`src/rtl/complex_conj_arbiter_if.sv`:
```
// complex_conj_arbiter_if
// Bundles the two requester handshakes, the shared adder_subtractor port and
// the conjugated output stream of complex_conj_arbiter.
//   req0_* / req1_*  : valid/ready requester channels, data = {real, imag}
//   sub_*            : issue port and result return of the shared adder
//   out_*            : conjugated word stream (no backpressure)
//   issue_cnt0/1     : per-requester accepted-word counters
// Modports: slave = arbiter side, master = requester/adder/sink environment.
interface complex_conj_arbiter_if;
    logic        req0_valid;
    logic [63:0] req0_data;
    logic        req0_ready;
    logic        req1_valid;
    logic [63:0] req1_data;
    logic        req1_ready;
    logic [31:0] sub_a;
    logic [31:0] sub_b;
    logic        sub_op;
    logic        sub_en;
    logic [31:0] sub_result;
    logic        out_valid;
    logic [63:0] out_data;
    logic        out_id;
    logic [15:0] issue_cnt0;
    logic [15:0] issue_cnt1;

    modport slave (
        input  req0_valid, req0_data, req1_valid, req1_data, sub_result,
        output req0_ready, req1_ready, sub_a, sub_b, sub_op, sub_en,
        output out_valid, out_data, out_id, issue_cnt0, issue_cnt1
    );

    modport master (
        output req0_valid, req0_data, req1_valid, req1_data, sub_result,
        input  req0_ready, req1_ready, sub_a, sub_b, sub_op, sub_en,
        input  out_valid, out_data, out_id, issue_cnt0, issue_cnt1
    );
endinterface

```
`src/rtl/complex_conj_arbiter.sv`:
```
// complex_conj_arbiter
// Arbitrates two requesters of complex single-precision words onto a shared
// adder_subtractor that computes 0 - imag, and re-joins each result with the
// real part carried in a LATENCY-deep tag pipeline, giving the conjugate.
// Ports:
//   clk  : single clock, rising edge
//   rst  : synchronous active-high reset
//   bus  : complex_conj_arbiter_if.slave (requesters, adder port, output,
//          issue counters)
// Parameter LATENCY (1..16): adder depth from sub_en to sub_result.
// Configuration: define CONJ_ROUND_ROBIN_EN for two-state round-robin
// arbitration; otherwise requester 0 has fixed priority and no state register.
module complex_conj_arbiter #(
    parameter int LATENCY = 4
) (
    input logic                  clk,
    input logic                  rst,
    complex_conj_arbiter_if.slave bus
);

    logic               grant0_s;
    logic               grant1_s;
    logic [31:0]        grant_imag_s;
    logic [31:0]        grant_real_s;
    logic [LATENCY-1:0] tag_valid_r;
    logic [LATENCY-1:0] tag_id_r;
    logic [31:0]        tag_real_r [LATENCY];
    logic [15:0]        issue_cnt0_r;
    logic [15:0]        issue_cnt1_r;

`ifdef CONJ_ROUND_ROBIN_EN
    // PRI0/PRI1 name the requester favoured on the next contention.
    typedef enum logic {
        PRI0 = 1'b0,
        PRI1 = 1'b1
    } pri_t;

    pri_t pri_r;

    // Grant decode: favoured requester wins contention, else whoever is valid.
    always_comb begin
        grant0_s = 1'b0;
        grant1_s = 1'b0;
        if (rst) begin
            grant0_s = 1'b0;
            grant1_s = 1'b0;
        end else if (bus.req0_valid && bus.req1_valid) begin
            if (pri_r == PRI1) begin
                grant1_s = 1'b1;
            end else begin
                grant0_s = 1'b1;
            end
        end else begin
            grant0_s = bus.req0_valid;
            grant1_s = bus.req1_valid;
        end
    end

    // Priority FSM: only a grant to the favoured requester hands priority over.
    always_ff @(posedge clk) begin
        if (rst) begin
            pri_r <= PRI0;
        end else begin
            case (pri_r)
                PRI0: begin
                    if (grant0_s) pri_r <= PRI1;
                    else          pri_r <= PRI0;
                end
                PRI1: begin
                    if (grant1_s) pri_r <= PRI0;
                    else          pri_r <= PRI1;
                end
                default: pri_r <= PRI0;
            endcase
        end
    end
`else
    // Grant decode: requester 0 always wins; requester 1 only when 0 is idle.
    always_comb begin
        grant0_s = 1'b0;
        grant1_s = 1'b0;
        if (rst) begin
            grant0_s = 1'b0;
            grant1_s = 1'b0;
        end else begin
            grant0_s = bus.req0_valid;
            grant1_s = bus.req1_valid & ~bus.req0_valid;
        end
    end
`endif

    // Select the granted word's halves; zero when nothing is issued.
    always_comb begin
        grant_imag_s = 32'h0;
        grant_real_s = 32'h0;
        case ({grant1_s, grant0_s})
            2'b01: begin
                grant_imag_s = bus.req0_data[31:0];
                grant_real_s = bus.req0_data[63:32];
            end
            2'b10: begin
                grant_imag_s = bus.req1_data[31:0];
                grant_real_s = bus.req1_data[63:32];
            end
            default: begin
                grant_imag_s = 32'h0;
                grant_real_s = 32'h0;
            end
        endcase
    end

    // Tag pipeline: shifts every cycle, in step with the adder, never stalls.
    always_ff @(posedge clk) begin
        if (rst) begin
            tag_valid_r <= '0;
            tag_id_r    <= '0;
            for (int i = 0; i < LATENCY; i++) begin
                tag_real_r[i] <= 32'h0;
            end
        end else begin
            tag_valid_r[0] <= grant0_s | grant1_s;
            tag_id_r[0]    <= grant1_s;
            tag_real_r[0]  <= grant_real_s;
            for (int i = 1; i < LATENCY; i++) begin
                tag_valid_r[i] <= tag_valid_r[i-1];
                tag_id_r[i]    <= tag_id_r[i-1];
                tag_real_r[i]  <= tag_real_r[i-1];
            end
        end
    end

    // Per-requester accepted-word counters, free-running wrap.
    always_ff @(posedge clk) begin
        if (rst) begin
            issue_cnt0_r <= 16'h0;
            issue_cnt1_r <= 16'h0;
        end else begin
            if (grant0_s) issue_cnt0_r <= issue_cnt0_r + 16'd1;
            else          issue_cnt0_r <= issue_cnt0_r;
            if (grant1_s) issue_cnt1_r <= issue_cnt1_r + 16'd1;
            else          issue_cnt1_r <= issue_cnt1_r;
        end
    end

    assign bus.req0_ready = grant0_s;
    assign bus.req1_ready = grant1_s;
    assign bus.sub_a      = 32'h0;
    assign bus.sub_b      = grant_imag_s;
    assign bus.sub_op     = 1'b1;
    assign bus.sub_en     = grant0_s | grant1_s;
    assign bus.out_valid  = tag_valid_r[LATENCY-1];
    assign bus.out_id     = tag_id_r[LATENCY-1];
    assign bus.out_data   = {tag_real_r[LATENCY-1], bus.sub_result};
    assign bus.issue_cnt0 = issue_cnt0_r;
    assign bus.issue_cnt1 = issue_cnt1_r;

endmodule

```
`src/flat_wrapper.sv`:
```
// flat-port wrapper written by rule: the top's interface ports become plain ports
module complex_conj_arbiter_flat 
#(
    parameter int LATENCY = 4
)
  (clk, rst, bus_req0_valid, bus_req0_data, bus_req1_valid, bus_req1_data, bus_sub_result, bus_req0_ready, bus_req1_ready, bus_sub_a, bus_sub_b, bus_sub_op, bus_sub_en, bus_out_valid, bus_out_data, bus_out_id, bus_issue_cnt0, bus_issue_cnt1);
  complex_conj_arbiter_if bus_i ();
  input logic clk;
  input logic rst;
  input wire logic [$bits(bus_i.req0_valid)-1:0] bus_req0_valid;
  input wire logic [$bits(bus_i.req0_data)-1:0] bus_req0_data;
  input wire logic [$bits(bus_i.req1_valid)-1:0] bus_req1_valid;
  input wire logic [$bits(bus_i.req1_data)-1:0] bus_req1_data;
  input wire logic [$bits(bus_i.sub_result)-1:0] bus_sub_result;
  output wire logic [$bits(bus_i.req0_ready)-1:0] bus_req0_ready;
  output wire logic [$bits(bus_i.req1_ready)-1:0] bus_req1_ready;
  output wire logic [$bits(bus_i.sub_a)-1:0] bus_sub_a;
  output wire logic [$bits(bus_i.sub_b)-1:0] bus_sub_b;
  output wire logic [$bits(bus_i.sub_op)-1:0] bus_sub_op;
  output wire logic [$bits(bus_i.sub_en)-1:0] bus_sub_en;
  output wire logic [$bits(bus_i.out_valid)-1:0] bus_out_valid;
  output wire logic [$bits(bus_i.out_data)-1:0] bus_out_data;
  output wire logic [$bits(bus_i.out_id)-1:0] bus_out_id;
  output wire logic [$bits(bus_i.issue_cnt0)-1:0] bus_issue_cnt0;
  output wire logic [$bits(bus_i.issue_cnt1)-1:0] bus_issue_cnt1;
  assign bus_i.req0_valid = bus_req0_valid;
  assign bus_i.req0_data = bus_req0_data;
  assign bus_i.req1_valid = bus_req1_valid;
  assign bus_i.req1_data = bus_req1_data;
  assign bus_i.sub_result = bus_sub_result;
  assign bus_req0_ready = bus_i.req0_ready;
  assign bus_req1_ready = bus_i.req1_ready;
  assign bus_sub_a = bus_i.sub_a;
  assign bus_sub_b = bus_i.sub_b;
  assign bus_sub_op = bus_i.sub_op;
  assign bus_sub_en = bus_i.sub_en;
  assign bus_out_valid = bus_i.out_valid;
  assign bus_out_data = bus_i.out_data;
  assign bus_out_id = bus_i.out_id;
  assign bus_issue_cnt0 = bus_i.issue_cnt0;
  assign bus_issue_cnt1 = bus_i.issue_cnt1;
  complex_conj_arbiter #(.LATENCY(LATENCY)) u_core (.clk(clk), .rst(rst), .bus(bus_i));
endmodule
```
`config.mk`:
```
export PLATFORM = sky130hd
export DESIGN_NAME = complex_conj_arbiter_flat
export DESIGN_NICKNAME = d
export VERILOG_FILES = /design/src/rtl/complex_conj_arbiter_if.sv /design/src/rtl/complex_conj_arbiter.sv /design/src/flat_wrapper.sv
export SDC_FILE = /design/constraint.sdc
export NUM_CORES = 1
export LEC_CHECK = 0
export BUFFER_PORTS_ARGS = -buffer_cell sky130_fd_sc_hd__buf_2
export CELL_PAD_IN_SITES_DETAIL_PLACEMENT = 1
export CELL_PAD_IN_SITES_GLOBAL_PLACEMENT = 2
export CORE_MARGIN = 8
export CORE_UTILIZATION = 25
export CTS_CLUSTER_SIZE = 24
export DETAILED_ROUTE_END_ITERATION = 16
export PLACE_DENSITY = 0.74
export REMOVE_ABC_BUFFERS = 1
export SYNTH_ARGS = -nofsm -noshare
export SYNTH_HDL_FRONTEND = slang
export SYNTH_SLANG_ARGS = --single-unit
```
`constraint.sdc`:
```
create_clock -name clk -period 3 [get_ports clk]
set_input_delay 0.45 -clock clk [delete_from_list [all_inputs] [get_ports clk]]
set_output_delay 0.45 -clock clk [all_outputs]
set_load 0.1 [all_outputs]
```
# Word-level counts from Yosys, hierarchy flattened

Memories as Yosys holds them, arrays and structs flattened.
Cells that the tools add are included.

Div/mod/pow operators: 0
$add $sub $neg: 2
Order comparisons: 0
Multiplexer cells: 11
Multiply operators: 0
Reduce and logical (&&, ||, !) cells: 0
Bitwise operators: 7
Eq/ne operators: 2
Shift operators: 0

Operators by type and width:

| operator                                                               | count |
|---|---|
| 32-bit two-way mux                                                     | 4 |
| 32-bit case mux with 2 select lines                                    | 2 |
| 16-bit by 1-bit adder with 16-bit output (second input constant)       | 2 |
| 1-bit two-way mux                                                      | 5 |
| 1-bit bitwise OR                                                       | 5 |
| 2-bit by 1-bit equality test with 1-bit output (second input constant) | 1 |
| 2-bit equality test (second input constant)                            | 1 |
| 1-bit AND                                                              | 1 |
| 1-bit inverter                                                         | 1 |

Memories kept: 1
Flip-flop bits (word level): 40
Input port bits: 164
Memory bits (read-only): 0
Bits in latches: 0
Output and inout bits: 166
Memory bits (writable): 128

Memory list:

| memory            | words | width | rd ports | clocked after memory_dff | write ports | line                       | source |
|---|---|---|---|---|---|---|---|
| u_core.tag_real_r | 4     | 32    | 4        | 0                        | 4           | complex_conj_arbiter.sv:27 | `logic [31:0] tag_real_r [LATENCY];` |

# Longest topological paths before layout

Gate-level depths: netlist of run 1.

Depth in word-level cells: 6
Mapped depth: 9
Gate-level depth less buffers: 5

# Worst setup path after synthesis of run 1

No wires, ideal clock.

Kind: input-to-output
Start: input port rst
End: output port bus_sub_b[10]
Slack: -1.459 ns
Stages: 9
Arrival time: 4.009 ns
Path buffers: 4
Data required time: 2.550 ns
Cell sequence: buf_6 or3b_1 clkbuf_1 inv_1 ha_1 clkbuf_1 buf_1 a22oi_1 nor2b_1

Cells in the longest elaborated chain, start to end: 3
Elaborated cells between the ends (all ways): 5
Those cells by class: 2 x eq/ne; 3 x mux

Ends and longest elaborated chain:

| item                                                                                         | line                       | source |
|---|---|---|
| start, declared                                                                              | flat_wrapper.sv:9          | `input logic rst;` |
| 1-bit two-way mux *                                                                          | complex_conj_arbiter.sv:82 | `if (rst) begin` |
| via bus_req1_ready                                                                           | flat_wrapper.sv:16         | `output wire logic [$bits(bus_i.req1_ready)-1:0] bus_req1_ready;` |
| 2-bit equality test / 2-bit by 1-bit equality test with 1-bit output (equally long branches) | complex_conj_arbiter.sv:96 | `case ({grant1_s, grant0_s})` |
| 32-bit case mux with 2 select lines *                                                        | complex_conj_arbiter.sv:96 |  |
| end, declared                                                                                | flat_wrapper.sv:18         | `output wire logic [$bits(bus_i.sub_b)-1:0] bus_sub_b;` |

Mark *: on every way through the listed nets, which the timed path passes. The rest lies on a longest branch.

# Worst setup path in the final report of run 1

Start: input port rst
End: output port bus_sub_b[25]

Cells in the longest elaborated chain, start to end: 3
Elaborated cells between the ends (all ways): 5
Those cells by class: 2 x eq/ne; 3 x mux

Ends and longest elaborated chain:

| item                                                                                         | line |
|---|---|
| 1-bit two-way mux                                                                            | complex_conj_arbiter.sv:82 |
| 2-bit equality test / 2-bit by 1-bit equality test with 1-bit output (equally long branches) | complex_conj_arbiter.sv:96 |
| 32-bit case mux with 2 select lines *                                                        | complex_conj_arbiter.sv:96 |

Every way passes the cells marked *; elsewhere a longest branch is shown, timed or not.

==> results of run 1 <==
==> per-layer routing <==
metal  vias up  track usage, %
li1       2419               -
met1      2300            14.0
met2       232            22.0
met3        25            8.25
met4         6            3.78
met5         -            2.16
==> worst register-to-register path, delay by kind of cell, from the launching register on <==
kind / cells / cell delay (ns)
and+or+nand+nor: 3 / 1.09
DFF: 1 / 0.45
AOI/OAI and AO/OA: 1 / 0.14
==> power by group through the flow <==
stage / combinational, mW / clock (mW) / sequential (mW)
6_report: 0.704 / 2.11 / 2.26
5_1_grt: 0.743 / 2.28 / 2.26
4_1_cts: 0.713 / 2.20 / 2.26
2_1_floorplan: 0.403 / 0 / 2.36
3_3_place_gp: 0.708 / 0 / 2.31
3_5_place_dp: 0.713 / 0 / 2.31
==> Yosys cell counts, drive strengths merged (3+ instances only) <==
| library cell | count | area (um2) |
|---|---|---|
| inv | 10 | 37.5 |
| mux2 | 4 | 45.0 |
| xnor2 | 13 | 114 |
| or3 | 4 | 25.0 |
| nand2b | 5 | 31.3 |
| xor2 | 5 | 43.8 |
| nand3 | 8 | 40.0 |
| buf | 76 | 537 |
| nand4b | 3 | 26.3 |
| o21ai | 4 | 20.0 |
| clkbuf | 27 | 131 |
| nor4 | 7 | 56.3 |
| nand4 | 7 | 50.1 |
| a22oi | 64 | 480 |
| ha | 5 | 62.6 |
| a21oi | 7 | 35.0 |
| nor3 | 7 | 35.0 |
| nor2 | 62 | 233 |
| nand2 | 12 | 45.0 |
| nor2b | 138 | 863 |
| dfxtp | 168 | 3360 |
==> worst paths after layout <==
| kind | start | endpoint | slack [ns] | cells past startpoint |
|---|---|---|---|---|
| worst max-delay path | rst | bus_sub_b[25] | 0.25 | 8 |
| worst min-delay path | bus_req0_data[62] | u_core.tag_real_r[0][30]$_SDFF_PP0_ | 0.26 | 3 |
| worst max register to register | u_core.bus.issue_cnt1[7]$_SDFFE_PP0P_ | u_core.bus.issue_cnt1[14]$_SDFFE_PP0P_ | 1.25 | 4 |
| worst min register to register | u_core.tag_valid_r[1]$_SDFF_PP0_ | u_core.tag_valid_r[2]$_SDFF_PP0_ | 0.43 | 1 |
==> cell usage in the layout, fill, tap and decap left out, types with 3 or more instances in the layout <==
cell	synthesis	final
sky130_fd_sc_hd__a21oi_1	7	7
sky130_fd_sc_hd__a22oi_1	64	64
sky130_fd_sc_hd__buf_12	0	36
sky130_fd_sc_hd__buf_2	0	199
sky130_fd_sc_hd__buf_4	65	7
sky130_fd_sc_hd__clkbuf_16	0	17
sky130_fd_sc_hd__clkinv_4	0	3
sky130_fd_sc_hd__conb_1	2	33
sky130_fd_sc_hd__dfxtp_1	168	168
sky130_fd_sc_hd__diode_2	0	5
sky130_fd_sc_hd__ha_1	5	3
sky130_fd_sc_hd__inv_1	10	10
sky130_fd_sc_hd__inv_6	0	4
sky130_fd_sc_hd__mux2_2	4	4
sky130_fd_sc_hd__nand2_1	12	12
sky130_fd_sc_hd__nand2b_1	5	5
sky130_fd_sc_hd__nand3_1	8	8
sky130_fd_sc_hd__nand4_1	6	6
sky130_fd_sc_hd__nand4b_1	3	3
sky130_fd_sc_hd__nor2_1	62	62
sky130_fd_sc_hd__nor2b_1	138	138
sky130_fd_sc_hd__nor3_1	7	7
sky130_fd_sc_hd__nor4_1	5	5
sky130_fd_sc_hd__o21ai_0	4	4
sky130_fd_sc_hd__or3_1	4	4
sky130_fd_sc_hd__xnor2_1	13	13
sky130_fd_sc_hd__xor2_1	5	5
==> cell type report <==
type                            count  area (um2)  share of cell area (%)
Inverter                           10        37.5                   0.437
Antenna cell                        5        12.5                   0.146
Sequential cell                   168        3360                    39.2
Clock inverter                     12         116                    1.36
Clock buffer                       19         453                    5.28
Tap cell                          330         413                    4.81
Timing Repair Buffer              242        1770                    20.6
Multi-Input combinational cell    398        2420                    28.2
==> state kept, by name, indices dropped and copies added (netlist names) <==
signal	count
u_core.bus.issue_cnt1	16
u_core.bus.issue_cnt0	16
u_core.tag_real_r	128
u_core.tag_id_r	4
u_core.tag_valid_r	4
==> metrics by stage <==
stage               setup slack [ns]  hold slack (ns)  util [%]  instance area (um2)
finish                         0.245            0.263      34.2                 8580
global route                   0.115            0.258      34.1                 8570
CTS                            0.225            0.236      34.1                 8570
detailed placement             0.236            0.424      31.9                 8000
global placement               0.233            0.416      31.9                 8000
floorplan                      -1.96            0.414         -                 5810
==> cell families (layout without fill, tap and decap cells) <==
logic type	Yosys count	in the layout	share of synthesized area (%)
muxes	6	6	1.02
adders and majority gates	5	5	0.983
AOI/OAI and AO/OA	79	79	8.96
DFF	168	168	52.8
and+or+nand+nor	257	257	22.5
other	2	38	0.118
buffers and inverters	113	283	11.1
xor gates and xnor gates	18	18	2.48
==> results list, run 1 <==
* Run status: complete, no violations
- For the final routed database, the setup TNS stands at 0 ns.
- Max-cap violations in this run came to 0.
- After detailed routing, the total wire length is between 20 and 25 mm.
* Routed metal-1 wire length: slightly above 8 mm
- Post-synth EDFFs: 0
- Mean post-synth cell area: 9.82 um2
* Total chip power: between 5 and 6 mW
- Net Sw Frac: 28.4%
- The routed design uses approximately 2.5 mm of met3 wire.
- Clk sinks: 168
- CTS Root Cell: sky130_fd_sc_hd__clkbuf_16
* IO Pins: 330
- The cell family contributing the most delay on the critical path is buffers and inverters.
- At the pin with the least slew margin, the transition time is between 0.8 and 0.9 ns.
- Setup violations remaining at the end of the flow were counted as 0.
- Together, buffers and inverters on the worst path number 4.
- Required time of the critical path: 2.55 ns
* HPWL after DPL: between 15 and 20 mm
* Data arrival at the endpoint of the critical path: 2.30 ns
* Post-route DRC: 0
* Flip-flop and latch count after synthesis: roughly 170
- For this design the total switching power over the nets is 1.44 mW.
- Setup repair after global routing left no endpoint under its margin.
* Power density over the cells: approximately 600 nW/um2
- Cell Count Post-Placement: 1148
- Leakage power total: roughly 3.6 nW
- In the synthesized netlist the dominant register cell turns out to be sky130_fd_sc_hd__dfxtp_1.
- After clock tree synthesis, the clock-pin slew on the worst setup and hold paths is about 0.07 ns.
* Starting utilization of the core area: between 20% and 30%
- Per report_power, the clock group accounts for between 40% and 50% of the total.
* H-tree lvl count: 4
- Kind of path behind the tightest hold check: input port to flip-flop
- Headroom to the max-slew limit came out at 46.4%.
* Number of global-route vias before repair: around 5400
- The number of gates resized after CTS was 0.
- Port Buffer Count: about 230
- The critical path is of the input port to primary output type.
- Wire segments on met2 add up to slightly below 10 mm in the final route.
- The worst setup path is captured at a primary output.
- Internal power comes to ~3.6 mW.
* CTS tree: done
* Highest layer used for signal routing: met5
- Routed len/inst: 17.5 um
- Worst path max stage delay: 0.48 ns
* # nets final: around 1000
- Sequential element share of the synthesized area: roughly 53%
- Clock tree synthesis inserted a total of 17 buffers.
- Hold repair after CTS inserted 0 buffers.
- After detailed routing, the number of vias per cell comes to roughly 4.2.
* Number of fill cells in the layout: 2931
* Detail Route Antenna Nets: 0
* Chip width: around 180 um
- The later pin in the worst-skew pair is clocked with a latency of ~0.42 ns.
- Shortest clock period the worst path allows after layout: ~2.8 ns
* Bufs on Longest Clock Path: 2
- Entering global routing, the biggest net connects 81 pins.
- Wire length of the first global-routing pass: about 31 mm
* Global route total overflow: 0
- Initial antenna violation count: 5
- Via count: between 4000 and 5000
* Final-report hold violation count: 0
- Core Rows: between 50 and 60
- Combinational fraction of design power: 13.9%
- The number of max-slew violations in the final report came to 0.
- Initial DRC Count: 161
- Sort of element at the start of the critical path: input port
* Netlist area before placement: 6370 um2
* P&R area growth vs syn: 34.8%
- Part of the cycle the worst path needs: about nine tenths
- For this run, asynchronously set or reset flops after synthesis account for 0%.
- Chip Height: about 180 um
* Worst path slowest cell: sky130_fd_sc_hd__or3b_1
- Count of non-filler cells in the finished layout: 1184
* Warning count from the yosys run: 0
* First drt pass iteration count: 6
- The cell that appears most often on the critical path is sky130_fd_sc_hd__buf_4.
- Sequence of cells on the critical path: buf_4 -> or3b_1 -> inv_1 -> ha_2 -> buf_4 -> a22oi_1 -> nor2b_1 -> buf_12
- Yosys cell types: 36
- Critical Path Fanout Max: 28
- Synthesis handed over a netlist of ~650 instances.
- The die covers roughly 31000 um2.
- Post-Route Skew: 0.00718 ns
- Highest clock rate: about 360 MHz
- Total global-route track usage: around 13%
- Routability-driven placement finished with a final weighted congestion of 0.765.
- Once the clock tree was built, the setup fixing pass inserted 0 buffers.
- VDD sags by at most ~0.00030 V.
* Reg power frac: between 40% and 50%
* Fraction of layout instances using a drive strength above 1: about 33%
- Core ar.: ~25000 um2
(Power assumes the default switching activity.)
==> run 2: changes to the inputs <==
--- a/config.mk
+++ b/config.mk
@@ -5,14 +5,15 @@
 export SDC_FILE = /design/constraint.sdc
 export NUM_CORES = 1
 export LEC_CHECK = 0
+export ABC_AREA = 1
 export BUFFER_PORTS_ARGS = -buffer_cell sky130_fd_sc_hd__buf_2
 export CELL_PAD_IN_SITES_DETAIL_PLACEMENT = 1
-export CELL_PAD_IN_SITES_GLOBAL_PLACEMENT = 2
+export CELL_PAD_IN_SITES_GLOBAL_PLACEMENT = 1
 export CORE_MARGIN = 8
 export CORE_UTILIZATION = 25
 export CTS_CLUSTER_SIZE = 24
 export DETAILED_ROUTE_END_ITERATION = 16
-export PLACE_DENSITY = 0.74
+export PLACE_DENSITY = 0.62
 export REMOVE_ABC_BUFFERS = 1
 export SYNTH_ARGS = -nofsm -noshare
 export SYNTH_HDL_FRONTEND = slang
==> run 2 against run 1 <==
Against the previous run:
- synthesized area is 5.1% higher
- fmax is 3.9% higher
- count of clock-buffer cells in the layout is 2 lower
- critical path type unchanged
- largest cell class unchanged
- combinational power is 9.8% lower
==> results list, run 2 <==
- Port Buffer Count: 232 (unchanged)
- The clock transition at the register clock pins on the worst setup and hold paths after CTS was 0.08 ns (was 0.07 ns).
* Leakage power total: 3.82 nW (was 3.65 nW)
- The cell area after layout is 8460 um2 (was 8580 um2).
* # nets final: 1250 (was 1006)
- Dominant cell by count in the synthesized netlist: sky130_fd_sc_hd__nand2_1 (was sky130_fd_sc_hd__dfxtp_1)
- The number of flip-flops under the largest register name was 128 (unchanged).
- The deepest level of the CTS H-tree came to 4 (unchanged).
- Run status: complete, no violations (unchanged).
- The die boundary width is 180 um (was 176 um).
- Chip Height: 180 um (was 176 um)
- Count of non-filler cells in the finished layout: 1435 (was 1184)
- Highest clock rate: 377 MHz (was 363 MHz)
- Initial DRC Count: 228 (was 161)
- The worst slew margin relative to its limit was 37.1% (was 46.4%).
* Post-Route Skew: 0.0138 ns (was 0.00718 ns)
* Global route total overflow: 0 (unchanged)
- Leading area contributor after synthesis: sky130_fd_sc_hd__dfxtp_1 (unchanged)
- Part of the cycle the worst path needs: 88.3% (was 91.8%)
- Leading cell types by count after synthesis: sky130_fd_sc_hd__nand2_1, sky130_fd_sc_hd__dfxtp_1, sky130_fd_sc_hd__nor2_1 (was sky130_fd_sc_hd__dfxtp_1, sky130_fd_sc_hd__nor2b_1, sky130_fd_sc_hd__buf_4).
* Cell Count Post-Placement: 1403 (was 1148)
- Setup repair after global routing missed its margin: no (unchanged).
* Via count: 5762 (was 4982)
* Wire length of the first global-routing pass: 33.5 mm (was 31.4 mm)
* Yosys cell types: 37 (was 36)
- Number of clock buffers inserted by TritonCTS: 17 (unchanged)
- Flip-flop and latch count after synthesis: 168 (unchanged)
- The core box area came to 26700 um2 (was 25100 um2).
- Clk sinks: 168 (unchanged)
- The nature of the critical path startpoint is an input port (unchanged).
* Gate Count Post-Synth: 890 (was 648)
- Count of pins over their slew limit: 0 (unchanged)
* Total global-route track usage: 13.0% (was 13.4%)
- Mean post-synth cell area: 7.52 um2 (was 9.82 um2)
* Endpoint type of the worst setup path: primary output (unchanged)
- Top library cells by usage in the layout, fill and taps aside: sky130_fd_sc_hd__buf_2, sky130_fd_sc_hd__nand2_1, sky130_fd_sc_hd__dfxtp_1, sky130_fd_sc_hd__nor2_1, sky130_fd_sc_hd__inv_1 (was sky130_fd_sc_hd__buf_2, sky130_fd_sc_hd__dfxtp_1, sky130_fd_sc_hd__nor2b_1, sky130_fd_sc_hd__a22oi_1, sky130_fd_sc_hd__nor2_1).
- The data arrival time of the critical path came to 2.20 ns (was 2.30 ns).
* Shortest clock period the worst path allows after layout: 2.65 ns (was 2.75 ns)
- Largest cells by area after synthesis: sky130_fd_sc_hd__dfxtp_1, sky130_fd_sc_hd__nand2_1, sky130_fd_sc_hd__nor2_1 (was sky130_fd_sc_hd__dfxtp_1, sky130_fd_sc_hd__nor2b_1, sky130_fd_sc_hd__buf_4).
* Path type of the worst setup path: input port to primary output (unchanged)
- Maximum number of pins on one net before global-route repair: 92 (was 81)
- The peak per-stage delay on the critical path came to 0.45 ns (was 0.48 ns).
* Post-synth EDFFs: 0 (unchanged)
- The number of setup violations in the final report came to 0 (unchanged).
- Number of antenna cells inserted: 0 (was 5)
- Number of fill cells in the layout: 3307 (was 2931)
- The number of global-route vias before repair was 6349 (was 5402).
* Number of cells upsized or downsized after cts: 0 (unchanged)
- The leading cell type in the layout, fill and taps excluded is sky130_fd_sc_hd__buf_2 (unchanged).
- The maximum clock insertion buffer count was 2 (unchanged).
- The initial cell density of the core is 25.1% (was 25.4%).
* Final-layout worst hold slack: 0.258 ns (was 0.263 ns)
* CP most frequent cell: sky130_fd_sc_hd__buf_2 (was sky130_fd_sc_hd__buf_4)
- The number of buffers added for setup after CTS is 0 (unchanged).
- The first-pass iteration count of the detailed router was 4 (was 6).
- Sequential element share of the synthesized area: 50.3% (was 52.8%)
- The die area was 32300 um2 (was 30800 um2).
- The average wire per cell in the routed design came to 14.7 um (was 17.5 um).
* Worst path slowest cell: sky130_fd_sc_hd__buf_2 (was sky130_fd_sc_hd__or3b_1)
- Initial antenna violation count: 0 (was 5)
* Clock latency on the worst-skew pair: 0.43 ns (was 0.42 ns)
- The remaining design rule violation count was 0 (unchanged).
- The maximum vdd ir drop came to 0.000354 V (was 0.000304 V).
- The count of boundary I/O pins was 330 (unchanged).
- The classification of the worst-slack hold path is input port to flip-flop (unchanged).
* Total wirelength of the detailed-routed design: 21.0 mm (was 20.7 mm)
- The total of warnings raised by yosys is 0 (unchanged).
* Final-report hold violation count: 0 (unchanged)
- P&R area growth vs syn: 26.5% (was 34.8%)
- CTS tree: done (unchanged)
- The fraction of post-synthesis cell area in the top cell type by area is 50.3% (was 52.8%).
- Post-cts hold buffer count: 0 (unchanged)
* Critical Path Fanout Max: 32 (was 28)
- The root buffer cell is sky130_fd_sc_hd__clkbuf_16 (unchanged).
* Register with the most flip-flops: u_core.tag_real_r (unchanged)
* Detail Route Antenna Nets: 0 (unchanged)
- Global placer's final weighted congestion: 0.788 (was 0.765)
* Dominant register cell in the synthesized netlist: sky130_fd_sc_hd__dfxtp_1 (unchanged)
* Required time of the critical path: 2.55 ns (about the same)
* Netlist area before placement: 6690 um2 (was 6370 um2)
* HPWL after DPL: 16.2 mm (was 16.1 mm)
* Power density over the cells: 601 nW/um2 (was 592 nW/um2)
- The max-cap check violation count is 0 (unchanged).
- The standard cell area after detailed placement came to 7870 um2 (was 8000 um2).
- The share of synthesized registers carrying an async set or reset came to 0% (unchanged).
- The transition time at the pin with the least slew margin is 0.944 ns (was 0.804 ns).
- Setup TNS: 0 ns (unchanged)
* Vias per inst: 4.02 (was 4.21)
* Fraction of layout instances using a drive strength above 1: 27.0% (was 33.3%)
- Sequence of cells on the critical path: buf_2 -> inv_8 -> nor2_4 -> inv_2 -> ha_1 -> inv_1 -> buf_4 -> a21oi_1 -> buf_2 (was buf_4 -> or3b_1 -> inv_1 -> ha_2 -> buf_4 -> a22oi_1 -> nor2b_1 -> buf_12)
* Core Rows: 60 (was 58)
-- run 2: cell count changes after synthesis, sizes merged, moves of 19 or more --
cell and delta:
nand2 +169, nor2b -138, inv +136, nor2 +89, a21oi +71, a22oi -64
clkbuf -20, buf +19
-- run 2: power breakdown --
group          switching [mW]  internal [mW]  total (mW)
combinational           0.511          0.124       0.635
clock                    1.06           1.13        2.19
sequential             0.0110           2.25        2.26
total                    1.58           3.50        5.09
-- run 2: worst max-delay path: cells and delay by family --
kind	cells	cell delay (ns)
and+or+nand+nor	1	0.14
buffers and inverters	6	1.12
adders and majority gates	1	0.30
AOI/OAI and AO/OA	1	0.18
-- run 2: logic make-up after synthesis --
logic type	Yosys count	synth area share, %
and+or+nand+nor	367	22.7
AOI/OAI and AO/OA	93	7.13
adders and majority gates	5	0.935
xor gates and xnor gates	5	0.655
other	2	0.112
buffers and inverters	250	18.2
DFF	168	50.3
-- run 2: final timing paths --
path | slack [ns] | cells past startpoint | from | to
max | 0.35 | 9 | bus_req0_valid | bus_sub_b[3]
min | 0.26 | 3 | bus_req0_data[57] | u_core.tag_real_r[0][25]$_SDFF_PP0_
max reg2reg | 1.57 | 6 | u_core.bus.issue_cnt1[0]$_SDFFE_PP0P_ | u_core.bus.issue_cnt1[10]$_SDFFE_PP0P_
min reg2reg | 0.39 | 2 | u_core.tag_real_r[1][31]$_SDFF_PP0_ | u_core.tag_real_r[2][31]$_SDFF_PP0_
-- run 2: metal layers --
| layer | routed length, um | vias up | global-route usage, % |
|---|---|---|---|
| met5 | 43 | - | 1.08 |
| met4 | 217 | 2 | 3.73 |
| met3 | 1870 | 13 | 5.97 |
| met2 | 9600 | 197 | 21.6 |
| met1 | 9310 | 2604 | 14.8 |
| li1 | - | 2946 | - |
-- run 2: cell type report --
| type | instances | area, um2 | share of cell area [%] |
|---|---|---|---|
| clock buffer | 17 | 425 | 5.03 |
| clock inverter | 15 | 169 | 2.00 |
| inverter | 148 | 563 | 6.65 |
| multi-input combinational | 503 | 2230 | 26.3 |
| sequential | 168 | 3360 | 39.7 |
| tap | 341 | 427 | 5.04 |
| timing repair buffer | 243 | 1290 | 15.2 |
-- run 2: metrics by stage --
stage	utilization [%]	worst slack [ns]	total power, mW
3_5_place_dp	29.5	0.307	2.96
4_1_cts	31.8	0.303	5.20
6_report	31.8	0.350	5.09
5_1_grt	31.8	0.231	5.32
2_1_floorplan	-	-1.55	2.76
3_3_place_gp	29.5	0.369	2.95
==> run 3: changes to the inputs <==
--- a/config.mk
+++ b/config.mk
@@ -6,7 +6,7 @@
 export NUM_CORES = 1
 export LEC_CHECK = 0
 export ABC_AREA = 1
-export BUFFER_PORTS_ARGS = -buffer_cell sky130_fd_sc_hd__buf_2
+export BUFFER_PORTS_ARGS = -buffer_cell sky130_fd_sc_hd__buf_4
 export CELL_PAD_IN_SITES_DETAIL_PLACEMENT = 1
 export CELL_PAD_IN_SITES_GLOBAL_PLACEMENT = 1
 export CORE_MARGIN = 8
==> run 3 against run 2 <==
Against the previous run:
- flip-flop and latch count did not move
- clock power barely moved
- first-iteration DRC count rose by 7.0%
- setup slack improved by 0.11 ns
- sequential power barely moved
- clock skew fell by 0.0026 ns
- hold slack improved by 0.015 ns
- design area rose by 6.4%
- routed wire length rose by 2.7%
- critical path type unchanged
==> results list, run 3 (synthesis gave the netlist of run 2 again) <==
* Chip Height: 180 um (unchanged)
- Top library cells by usage in the layout, fill and taps aside: sky130_fd_sc_hd__buf_4, sky130_fd_sc_hd__nand2_1, sky130_fd_sc_hd__dfxtp_1, sky130_fd_sc_hd__nor2_1, sky130_fd_sc_hd__inv_1 (was sky130_fd_sc_hd__buf_2, sky130_fd_sc_hd__nand2_1, sky130_fd_sc_hd__dfxtp_1, sky130_fd_sc_hd__nor2_1, sky130_fd_sc_hd__inv_1).
* Final number of setup-violating endpoints: 0 (unchanged)
- Run status: complete, no violations (unchanged)
- The nature of the critical path startpoint was an input port (unchanged).
- The depth of the worst hold-timing path came to 3 (unchanged).
- Count of pins over their slew limit: 0 (unchanged)
- Shortest clock period the worst path allows after layout: 2.54 ns (was 2.65 ns)
- The maximum fanout count along the critical path is 47 (was 32).
- Initial antenna violation count: 0 (unchanged)
- Routed len/inst: 15.1 um (was 14.7 um)
- Core ar.: 26700 um2 (unchanged)
- The leakage power summed over all cells came to 3.90 nW (was 3.82 nW).
- Worst-case reg-to-reg path depth: 8 (was 6)
- The maximum number of pins on one net before global-route repair was 89 (was 92).
- The type of the worst setup path is input port to primary output (unchanged).
- Setup repair after global routing missed its margin: no (unchanged)
- Register with the most flip-flops: u_core.tag_real_r (unchanged)
- The residual antenna-violating net count after detailed routing is 0 (unchanged).
- The fraction of layout cells with a size suffix above 1 is 26.8% (was 27.0%).
- Min-Delay Startpoint: bus_req0_data[33] (was bus_req0_data[57])
- Endpoint type of the worst setup path: primary output (unchanged)
* Total global-route track usage: 13.3% (was 13.0%)
* First drt pass iteration count: 4 (unchanged)
- The aggregate negative setup slack was 0 ns (unchanged).
- IO Pins: 330 (unchanged)
- The deepest level of the CTS H-tree was 4 (unchanged).
* Wire length of the first global-routing pass: 34.1 mm (was 33.5 mm)
- CTS Root Cell: sky130_fd_sc_hd__clkbuf_16 (unchanged)
- Global route total overflow: 0 (unchanged)
* Clock network power share: 42.7% (was 43.0%)
* Via count: 5797 (was 5762)
- Worst reg2reg endpoint: u_core.bus.issue_cnt0[15]$_SDFFE_PP0P_ (was u_core.bus.issue_cnt1[10]$_SDFFE_PP0P_)
- The worst slew margin relative to its limit is 38.1% (was 37.1%).
- The count of hold buffers inserted by post-cts repair was 0 (unchanged).
- Total wirelength of the detailed-routed design: 21.6 mm (was 21.0 mm)
* Chip width: 180 um (unchanged)
- The number of flip-flops under the largest register name came to 128 (unchanged).
- The initial cell density of the core is 25.1% (unchanged).
* Net Sw Frac: 31.0% (was 31.1%)
- Part of the cycle the worst path needs: 84.8% (was 88.3%)
* Kind of path behind the tightest hold check: input port to flip-flop (unchanged)
* Final Instance Area: 9010 um2 (was 8460 um2)
* Final-layout worst hold slack: 0.274 ns (was 0.258 ns)
- # nets final: 1247 (was 1250)
- Number of cells upsized or downsized after cts: 0 (unchanged)
* Total cell area at the placement stage: 8410 um2 (was 7870 um2)
- The worst hold endpoint was u_core.tag_real_r[0][1]$_SDFF_PP0_ (was u_core.tag_real_r[0][25]$_SDFF_PP0_).
- The clock transition at the register clock pins on the worst setup and hold paths after CTS is 0.08 ns (about the same).
- The maximum clock insertion buffer count was 2 (unchanged).
- The number of clock sinks was 168 (unchanged).
* Vias per inst: 4.05 (was 4.02)
- Post-route DRC: 0 (unchanged)
- Max-Cap Viols: 0 (unchanged)
* Total die area: 32300 um2 (unchanged)
- The data arrival time of the critical path is 2.09 ns (was 2.20 ns).
- The power share of the combinational group was 13.4% (was 12.5%).
- Port Buffer Count: 232 (unchanged)
- The number of endpoints with negative hold slack in the final report was 0 (unchanged).
* Number of global-route vias before repair: 6300 (was 6349)
- The final core utilization came to 33.8% (was 31.8%).
* Initial DRC Count: 244 (was 228)
- The register share of total power came to 43.9% (was 44.5%).
* CTS tree: done (unchanged)
- R2R setup slack: 1.53 ns (was 1.57 ns)
* Net switching power of the design: 1.60 mW (was 1.58 mW)
- The routability congestion estimate from global placement was 0.771 (was 0.788).
* Reg2reg start: u_core.bus.issue_cnt0[6]$_SDFFE_PP0P_ (was u_core.bus.issue_cnt1[0]$_SDFFE_PP0P_)
- Most common library cell in the layout ignoring fill and taps: sky130_fd_sc_hd__buf_4 (was sky130_fd_sc_hd__buf_2)
- The number of buffers inserted during clock tree synthesis came to 17 (unchanged).
- The sum of internal, switching and leakage power is 5.16 mW (was 5.09 mW).
- The final clock skew is 0.0112 ns (was 0.0138 ns).
- Required time of the critical path: 2.55 ns (about the same)
- Maximum vdd drop: 0.000304 V (was 0.000354 V)
- The post-detailed-placement half-perimeter wirelength was 16.5 mm (was 16.2 mm).
- The highest clock frequency the design can meet was 393 MHz (was 377 MHz).
- Pin slew with the least headroom to its limit: 0.929 ns (was 0.944 ns)
* Clock latency on the worst-skew pair: 0.42 ns (was 0.43 ns)
- The number of buffers added for setup after CTS is 0 (unchanged).
- Power density over the cells: 573 nW/um2 (was 601 nW/um2)
- P&R area growth vs syn: 34.7% (was 26.5%)
- The antenna diode instance count came to 0 (unchanged).
- The internal portion of total power was 3.56 mW (was 3.50 mW).
* Core Rows: 60 (unchanged)
## run 3: cell count changes in the layout (fill, tap and decap cells not counted), sizes merged
| cell | before | now |
|---|---|---|
| buf | 243 | 240 |
| inv | 155 | 154 |
| clkinvlp | 0 | 2 |
| clkinv | 8 | 7 |
## run 3: per-layer routing
metal  track usage, %  up-vias  part of all wire, %
met2             22.1      194                   46
met1             15.1     2648                   43
met4             3.70        2                  1.1
met5             1.08        -                 0.20
li1                 -     2935                    -
met3             6.33       18                  9.4
## run 3: worst max path at each step
stage | slack [ns] | depth (start not counted) | endpoint | startpoint
6_report | 0.46 | 9 | bus_sub_b[20] | bus_req0_valid
3_5_place_dp | 0.42 | 9 | bus_sub_b[20] | bus_req0_valid
2_1_floorplan | -1.55 | 6 | bus_sub_b[10] | rst
5_1_grt | 0.29 | 9 | bus_sub_b[21] | bus_req0_valid
4_1_cts | 0.41 | 9 | bus_sub_b[20] | bus_req0_valid
3_3_place_gp | 0.47 | 9 | bus_sub_b[16] | bus_req0_valid
## run 3: worst max-delay path: stages
cell	delay [ns]
sky130_fd_sc_hd__buf_4	0.16
sky130_fd_sc_hd__inv_8	0.08
sky130_fd_sc_hd__nand3_4	0.17
sky130_fd_sc_hd__inv_2	0.12
sky130_fd_sc_hd__ha_2	0.28
sky130_fd_sc_hd__buf_12	0.24
sky130_fd_sc_hd__nand2_1	0.08
sky130_fd_sc_hd__a21oi_1	0.14
sky130_fd_sc_hd__buf_4	0.31
## run 3: layout make-up
| cell class | count | area (um2) |
|---|---|---|
| inverter | 148 | 563 |
| clock inverter | 15 | 174 |
| timing repair buffer | 240 | 1830 |
| clock buffer | 17 | 425 |
| multi-input combinational | 503 | 2230 |
| tap | 341 | 427 |
| sequential | 168 | 3360 |
| fill | 3243 | 17600 |
## run 3: stage by stage
step	setup slack, ns	instances
after floorplan	-1.55	819
after global placement	0.475	1400
after detailed placement	0.422	1400
after CTS	0.411	1432
after global routing	0.293	1432
final	0.457	1432
## run 3: power groups by stage
stage          logic (mW)  clock network [mW]  registers [mW]
5_1_grt             0.732                2.39            2.27
3_5_place_dp        0.699                   0            2.32
3_3_place_gp        0.694                   0            2.32
4_1_cts             0.700                2.29            2.26
6_report            0.692                2.20            2.26
2_1_floorplan       0.397                   0            2.36
